**config.mk**
```make
export PLATFORM = sky130hd
export DESIGN_NAME = tcm_mem_initiator
export DESIGN_NICKNAME = d
export VERILOG_FILES = /design/src/rtl/tcm_pkg.sv /design/src/rtl/tcm_resp_fifo.sv /design/src/rtl/tcm_mem_initiator.sv
export SDC_FILE = /design/constraint.sdc
export NUM_CORES = 1
export LEC_CHECK = 0
export BUFFER_PORTS_ARGS = -buffer_cell sky130_fd_sc_hd__buf_4
export CORE_ASPECT_RATIO = 1.1
export CORE_MARGIN = 10
export CORE_UTILIZATION = 36
export CTS_BUF_LIST = sky130_fd_sc_hd__clkbuf_16
export DETAILED_ROUTE_END_ITERATION = 6
export HOLD_SLACK_MARGIN = 0.06
export SYNTH_ARGS = -nofsm -noshare
export SYNTH_HDL_FRONTEND = slang
export SYNTH_HIERARCHICAL = 1
export SYNTH_SLANG_ARGS = --single-unit
```
**constraint.sdc**
```tcl
create_clock -name clk_i -period 6.2 [get_ports clk_i]
set_input_delay 0.31 -clock clk_i [delete_from_list [all_inputs] [get_ports clk_i]]
set_output_delay 0.31 -clock clk_i [all_outputs]
set_load 0.02 [all_outputs]
```
**src/rtl/tcm_pkg.sv**
```systemverilog
// Shared constants for the TCM request-side controller and its response FIFO.
package tcm_pkg;

   localparam int TCM_MEM_SIZE_DEF = 65536;
   localparam int WORD_OFFSET      = 3;
   localparam int RESP_ERR_W       = 1;
   localparam int RESP_DATA_W      = 64;

   function automatic int resp_entry_w(input int tag_w);
      return tag_w + RESP_ERR_W + RESP_DATA_W;
   endfunction

endpackage

```
**src/rtl/tcm_resp_fifo.sv**
```systemverilog
// Synchronous FIFO with occupancy output; depth need not be a power of two.
module tcm_resp_fifo #(
   parameter int WIDTH = 69,
   parameter int DEPTH = 3
) (
   input  logic                       clk_i,
   input  logic                       rst_i,
   input  logic                       push_i,
   input  logic [WIDTH-1:0]           push_data_i,
   input  logic                       pop_i,
   output logic [WIDTH-1:0]           head_o,
   output logic [$clog2(DEPTH+1)-1:0] count_o
);

   localparam int PTR_W = (DEPTH > 1) ? $clog2(DEPTH) : 1;
   localparam int CNT_W = $clog2(DEPTH + 1);

   logic [WIDTH-1:0] mem_q [DEPTH];
   logic [PTR_W-1:0] wr_ptr_q, wr_ptr_d;
   logic [PTR_W-1:0] rd_ptr_q, rd_ptr_d;
   logic [CNT_W-1:0] count_q, count_d;
   logic             do_pop;

   function automatic logic [PTR_W-1:0] ptr_inc(input logic [PTR_W-1:0] p);
      return (p == PTR_W'(DEPTH - 1)) ? '0 : p + PTR_W'(1);
   endfunction

   assign do_pop  = pop_i && (count_q != '0);
   assign head_o  = mem_q[rd_ptr_q];
   assign count_o = count_q;

   always_comb begin
      wr_ptr_d = push_i ? ptr_inc(wr_ptr_q) : wr_ptr_q;
      rd_ptr_d = do_pop ? ptr_inc(rd_ptr_q) : rd_ptr_q;
      unique case ({push_i, do_pop})
         2'b10:   count_d = count_q + CNT_W'(1);
         2'b01:   count_d = count_q - CNT_W'(1);
         default: count_d = count_q;
      endcase
   end

   always_ff @(posedge clk_i or posedge rst_i) begin
      if (rst_i) begin
         wr_ptr_q <= '0;
         rd_ptr_q <= '0;
         count_q  <= '0;
      end else begin
         wr_ptr_q <= wr_ptr_d;
         rd_ptr_q <= rd_ptr_d;
         count_q  <= count_d;
      end
   end

   // NOTE: storage has no reset; an entry is only observed after a push wrote it.
   always_ff @(posedge clk_i) begin
      if (push_i) mem_q[wr_ptr_q] <= push_data_i;
   end

endmodule

```
**src/rtl/tcm_mem_initiator.sv**
```systemverilog
// Request-side controller for one TCM RAM port: drives the RAM from tagged
// core requests and returns tagged responses through a back-pressurable FIFO.
module tcm_mem_initiator
   import tcm_pkg::*;
#(
   parameter int TCM_MEM_SIZE = TCM_MEM_SIZE_DEF,
   parameter int RAM_AW       = $clog2(TCM_MEM_SIZE / 8),
   parameter int TAG_W        = 4,
   parameter int RESP_DEPTH   = 3
) (
   input  logic              clk_i,
   input  logic              rst_i,
   input  logic              req_rd_i,
   input  logic [7:0]        req_wr_i,
   input  logic [31:0]       req_addr_i,
   input  logic [63:0]       req_data_i,
   input  logic [TAG_W-1:0]  req_tag_i,
   output logic              req_accept_o,
   output logic              resp_valid_o,
   input  logic              resp_ready_i,
   output logic [TAG_W-1:0]  resp_tag_o,
   output logic [63:0]       resp_data_o,
   output logic              resp_error_o,
   output logic [RAM_AW-1:0] ram_addr_o,
   output logic [63:0]       ram_data_o,
   output logic [7:0]        ram_wr_o,
   input  logic [63:0]       ram_data_i
);

   localparam int ENTRY_W = resp_entry_w(TAG_W);
   localparam int CNT_W   = $clog2(RESP_DEPTH + 1);
   localparam int OCC_W   = CNT_W + 1;

   logic               req_present, in_range, fire;
   logic [CNT_W-1:0]   fifo_count;
   logic [OCC_W-1:0]   occupancy;
   logic [ENTRY_W-1:0] push_entry, head_entry;

   logic               s1_valid_q, s1_valid_d;
   logic [TAG_W-1:0]   s1_tag_q, s1_tag_d;
   logic               s1_err_q, s1_err_d;
   logic               s1_rd_q, s1_rd_d;

   assign req_present = req_rd_i || (req_wr_i != 8'h00);
   assign in_range    = req_addr_i < 32'(TCM_MEM_SIZE);
   // Credit counts the in-flight RAM read so a push can never find the FIFO full.
   assign occupancy    = {1'b0, fifo_count} + OCC_W'(s1_valid_q);
   assign req_accept_o = (occupancy < OCC_W'(RESP_DEPTH)) && !rst_i;
   assign fire         = req_present && req_accept_o;

   assign ram_addr_o = req_addr_i[RAM_AW+WORD_OFFSET-1:WORD_OFFSET];
   assign ram_data_o = req_data_i;
   assign ram_wr_o   = (fire && in_range) ? req_wr_i : 8'h00;

   // NOTE: every always_comb output gets a default first so no latch is inferred.
   always_comb begin
      s1_valid_d = fire;
      s1_tag_d   = s1_tag_q;
      s1_err_d   = s1_err_q;
      s1_rd_d    = s1_rd_q;
      if (fire) begin
         s1_tag_d = req_tag_i;
         s1_err_d = !in_range;
         s1_rd_d  = req_rd_i && in_range;
      end
   end

   // NOTE: state registers use non-blocking assignments so every flop samples pre-edge values.
   always_ff @(posedge clk_i or posedge rst_i) begin
      if (rst_i) begin
         s1_valid_q <= 1'b0;
         s1_tag_q   <= '0;
         s1_err_q   <= 1'b0;
         s1_rd_q    <= 1'b0;
      end else begin
         s1_valid_q <= s1_valid_d;
         s1_tag_q   <= s1_tag_d;
         s1_err_q   <= s1_err_d;
         s1_rd_q    <= s1_rd_d;
      end
   end

   assign push_entry = {s1_tag_q, s1_err_q, (s1_rd_q ? ram_data_i : 64'h0)};

   tcm_resp_fifo #(
      .WIDTH (ENTRY_W),
      .DEPTH (RESP_DEPTH)
   ) u_resp_fifo (
      .clk_i       (clk_i),
      .rst_i       (rst_i),
      .push_i      (s1_valid_q),
      .push_data_i (push_entry),
      .pop_i       (resp_valid_o && resp_ready_i),
      .head_o      (head_entry),
      .count_o     (fifo_count)
   );

   // Fields read as zero when empty, which also clears them during reset.
   assign resp_valid_o = (fifo_count != '0);
   assign resp_tag_o   = resp_valid_o ? head_entry[ENTRY_W-1 -: TAG_W] : '0;
   assign resp_error_o = resp_valid_o ? head_entry[RESP_DATA_W] : 1'b0;
   assign resp_data_o  = resp_valid_o ? head_entry[RESP_DATA_W-1:0] : 64'h0;

endmodule
```
==> impl_metrics.env <==
export IMPL_final_antenna_net_count=0
export IMPL_placed_cells=1153
export IMPL_cts_made_buffers=24
export IMPL_synth_cell_types=32
export IMPL_rr_worst_depth=3
export IMPL_cts_buffer_depth=3
export IMPL_min_period_ns=3.18
export IMPL_rsz0062_at_grt="no"
export IMPL_syn_instance_count=731
export IMPL_synthSimpleGateAreaFrac=0.126
export IMPL_synth_fa_ha_area_frac=0.00378
export IMPL_dpl_worst_slack_ns=3.50
export IMPL_layout_common_cells="edfxtp_1 (207), buf_4 (183), and2_1 (134), nand2_1 (72), o21ai_1 (70)"
export IMPL_wl_um=22200
export IMPL_instances_no_fill=1203
export IMPL_hold_path_class="in -> reg"
export IMPL_dieHeight_um=194
export IMPL_synth_compound_area_frac=0.0407
export IMPL_core_sq_um=27000
export IMPL_worstPathArrival_ns=2.87
export IMPL_die_w_um=178
export IMPL_drive_above_1_share=0.267
export IMPL_finalHoldViolations=0
export IMPL_vias=5604
export IMPL_relSlewSlack=0.307
export IMPL_grt_pass1_vias=6005
export IMPL_drt_iter0_drc=205
export IMPL_path_cells="ha_1 > ha_1 > a211oi_1 > o31a_1 > and3_1 > buf_4"
export IMPL_cts_sinks=220
export IMPL_synth_edf_count=207
export IMPL_worst_slew_pin_slew_ns=1.04
export IMPL_end_kind="primary output"
export IMPL_setup_tns_ns=0
export IMPL_dr_pass1_iters=4
export IMPL_status="completed"
export IMPL_dieArea_sq_um=34600
export IMPL_p_comb_frac=0.375
export IMPL_clkSlewWorstSetupHoldPaths_ns=0.06
export IMPL_pwr_share_seq=0.393
export IMPL_syn_to_final_growth_pct=17.7
export IMPL_final_max_slew_viol_count=0
export IMPL_cts_resized=0
export IMPL_synth_seq_area_share=0.659
export IMPL_fmax_mhz=314
export IMPL_startpoint_type="register"
export IMPL_grt_max_degree=75
export IMPL_power_density_nw_per_um2=481
export IMPL_h_tree_depth=1
export IMPL_ys_warn_count=6
export IMPL_initial_core_util=0.367
export IMPL_setup_ws_ns=3.02
export IMPL_tritoncts="yes"
export IMPL_overflow=0
export IMPL_finalCritPeriodShare=0.513
export IMPL_wire_per_inst_um=18.4
export IMPL_grt_antenna_before_repair=1
export IMPL_hold_start="ram_data_i[22]"
export IMPL_grt_first_pass_wirelength_um=34100
export IMPL_synthMuxAreaShare=0.0757
export IMPL_cts_root_buf="clkbuf_16"
export IMPL_crit_top_cell="ha_1"
export IMPL_worstSetupPathType="reg -> out"
export IMPL_synth_top_family_by_area="simple AND/OR/NAND/NOR gates"
export IMPL_swShare=0.350
export IMPL_via_per_inst=4.66
export IMPL_synthArstFlopShare=0.0591
export IMPL_skew_ns=0.0149
export IMPL_setup_violations=0
export IMPL_rrSetupSlack_ns=3.74
export IMPL_synthXorXnorAreaFrac=0.00265
export IMPL_post_dp_hpwl_um=13500
export IMPL_syn_area_sq_um=9920
export IMPL_rows=63
export IMPL_timing_rr_end="u_resp_fifo/mem_q[2][9]"
export IMPL_post_cts_setup_buffers=0
export IMPL_worstSkewPairLatency_ns=0.51
export IMPL_power_leakage_nw=4.47
export IMPL_syn_area_per_cell_sq_um=13.6
export IMPL_port_buffers=174
export IMPL_cp_slowest_cell="o31a_1"
export IMPL_pwr_share_clk=0.232
export IMPL_timing_rr_start="u_resp_fifo/wr_ptr_q[1]"
export IMPL_cpPeakStageDelay_ns=0.66
export IMPL_layout_nets=1007
export IMPL_maxCapViolCount=0
export IMPL_ys_seq_elements=220
export IMPL_layout_commonest_cell="edfxtp_1"
export IMPL_synth_main_ff_cell="edfxtp_1"
export IMPL_hold_depth=2
export IMPL_min_to="u_resp_fifo/mem_q[1][22]"
export IMPL_synth_nets=910
export IMPL_io_pins=332
export IMPL_power_switching_mw=1.96
export IMPL_required_ns=5.89
export IMPL_fin_util=0.432
export IMPL_worst_ir_drop_vdd_mv=0.313
export IMPL_gp_congestion=0.708
export IMPL_grtUsageTotal=0.125
export IMPL_cp_max_fo=17
export IMPL_drc_errors=0
export IMPL_internal_power_mw=3.65
-- synth_stat cells, types with 4 or more instances --
| library cell | n | area, sq um |
|---|---|---|
| buf_12 | 7 | 140 |
| edfxtp_1 | 207 | 6220 |
| nor4_1 | 4 | 25.0 |
| nand2_1 | 72 | 270 |
| and2_1 | 134 | 838 |
| inv_1 | 5 | 18.8 |
| nor2_1 | 4 | 15.0 |
| dfrtp_1 | 13 | 325 |
| clkbuf_1 | 20 | 75.1 |
| buf_4 | 79 | 593 |
| mux2_4 | 4 | 60.1 |
| o21ai_1 | 70 | 350 |
| buf_2 | 8 | 40.0 |
| mux2i_1 | 69 | 691 |
| and3_1 | 8 | 50.1 |
-- repair_timing --
action / CTS / global route
endpoints found under the setup margin: 0 / 0
endpoints found under the hold margin: 18 / 0
hold buffers: 6 / 0
-- flip-flops by register name, summed over array words and instances (netlist names) --
name,cells
u_resp_fifo/wr_ptr_q,2
s1_tag_q,4
s1_valid_q,1
s1_rd_q,1
s1_err_q,1
u_resp_fifo/mem_q,207
u_resp_fifo/rd_ptr_q,2
u_resp_fifo/count_o,2
-- cells by family (layout without fill, tap and decap cells) --
logic type               after synthesis  in the layout
multiplexers                          73             73
other                                  0              1
XOR/XNOR                               3              3
adder cells (fa/ha/maj)                3              3
AND/OR/NAND/NOR                      231            231
flip-flops                           220            220
AO/OA/AOI/OAI                         78             78
buffers and inverters                123            237
-- critical path, delay by kind of cell (launching register included) --
kind / cells / cell delay (ns)
compound gates: 2 / 1.02
fa+ha+maj: 2 / 0.49
buf+inv: 1 / 0.14
flops: 1 / 0.44
simple gates: 1 / 0.27
-- per-layer routing --
layer	wire length, um	global-route usage	vias up	part of all wire
met1	8550	0.139	2664	0.39
met2	11000	0.213	167	0.49
met5	0	0	-	0
met3	1760	0.0374	78	0.079
li1	-	-	2695	-
met4	910	0.0592	0	0.041
-- layout make-up --
| class | count | area, sq um |
|---|---|---|
| diodes | 1 | 2.50 |
| clock buffers | 25 | 626 |
| clock inverters | 18 | 106 |
| fillers | 2535 | 15400 |
| inverters | 5 | 18.8 |
| multi-input cells | 388 | 2490 |
| flip-flops and latches | 220 | 6550 |
| well taps | 357 | 447 |
| repair buffers | 189 | 1430 |
-- per-stage QoR --
stage	total power, mW	hold slack [ns]	area, sq um
2_1_floorplan	3.70	0.101	9920
3_3_place_gp	4.38	0.265	10900
3_5_place_dp	4.39	0.270	10900
4_1_cts	5.72	0.107	11700
5_1_grt	5.96	0.119	11700
6_report	5.61	0.132	11700
-- worst max path at each step --
stage | startpoint | to | depth (start not counted)
floorplan | s1_valid_q | u_resp_fifo/mem_q[0][0] | 2
global placement | u_resp_fifo/rd_ptr_q[0] | resp_data_o[58] | 5
detailed placement | u_resp_fifo/count_o[0] | ram_wr_o[5] | 6
CTS | u_resp_fifo/count_o[0] | ram_wr_o[3] | 6
global route | u_resp_fifo/count_o[0] | ram_wr_o[3] | 6
finish | u_resp_fifo/count_o[0] | ram_wr_o[5] | 6
-- power groups by stage --
stage | combinational [mW] | clock [mW] | sequential, mW
after floorplan | 1.57 | 0 | 2.13
after global placement | 2.15 | 0 | 2.23
after detailed placement | 2.15 | 0 | 2.24
after CTS | 2.16 | 1.35 | 2.21
after global routing | 2.30 | 1.41 | 2.25
final | 2.11 | 1.30 | 2.20
No activity file was read; power rests on OpenSTA's default activity.
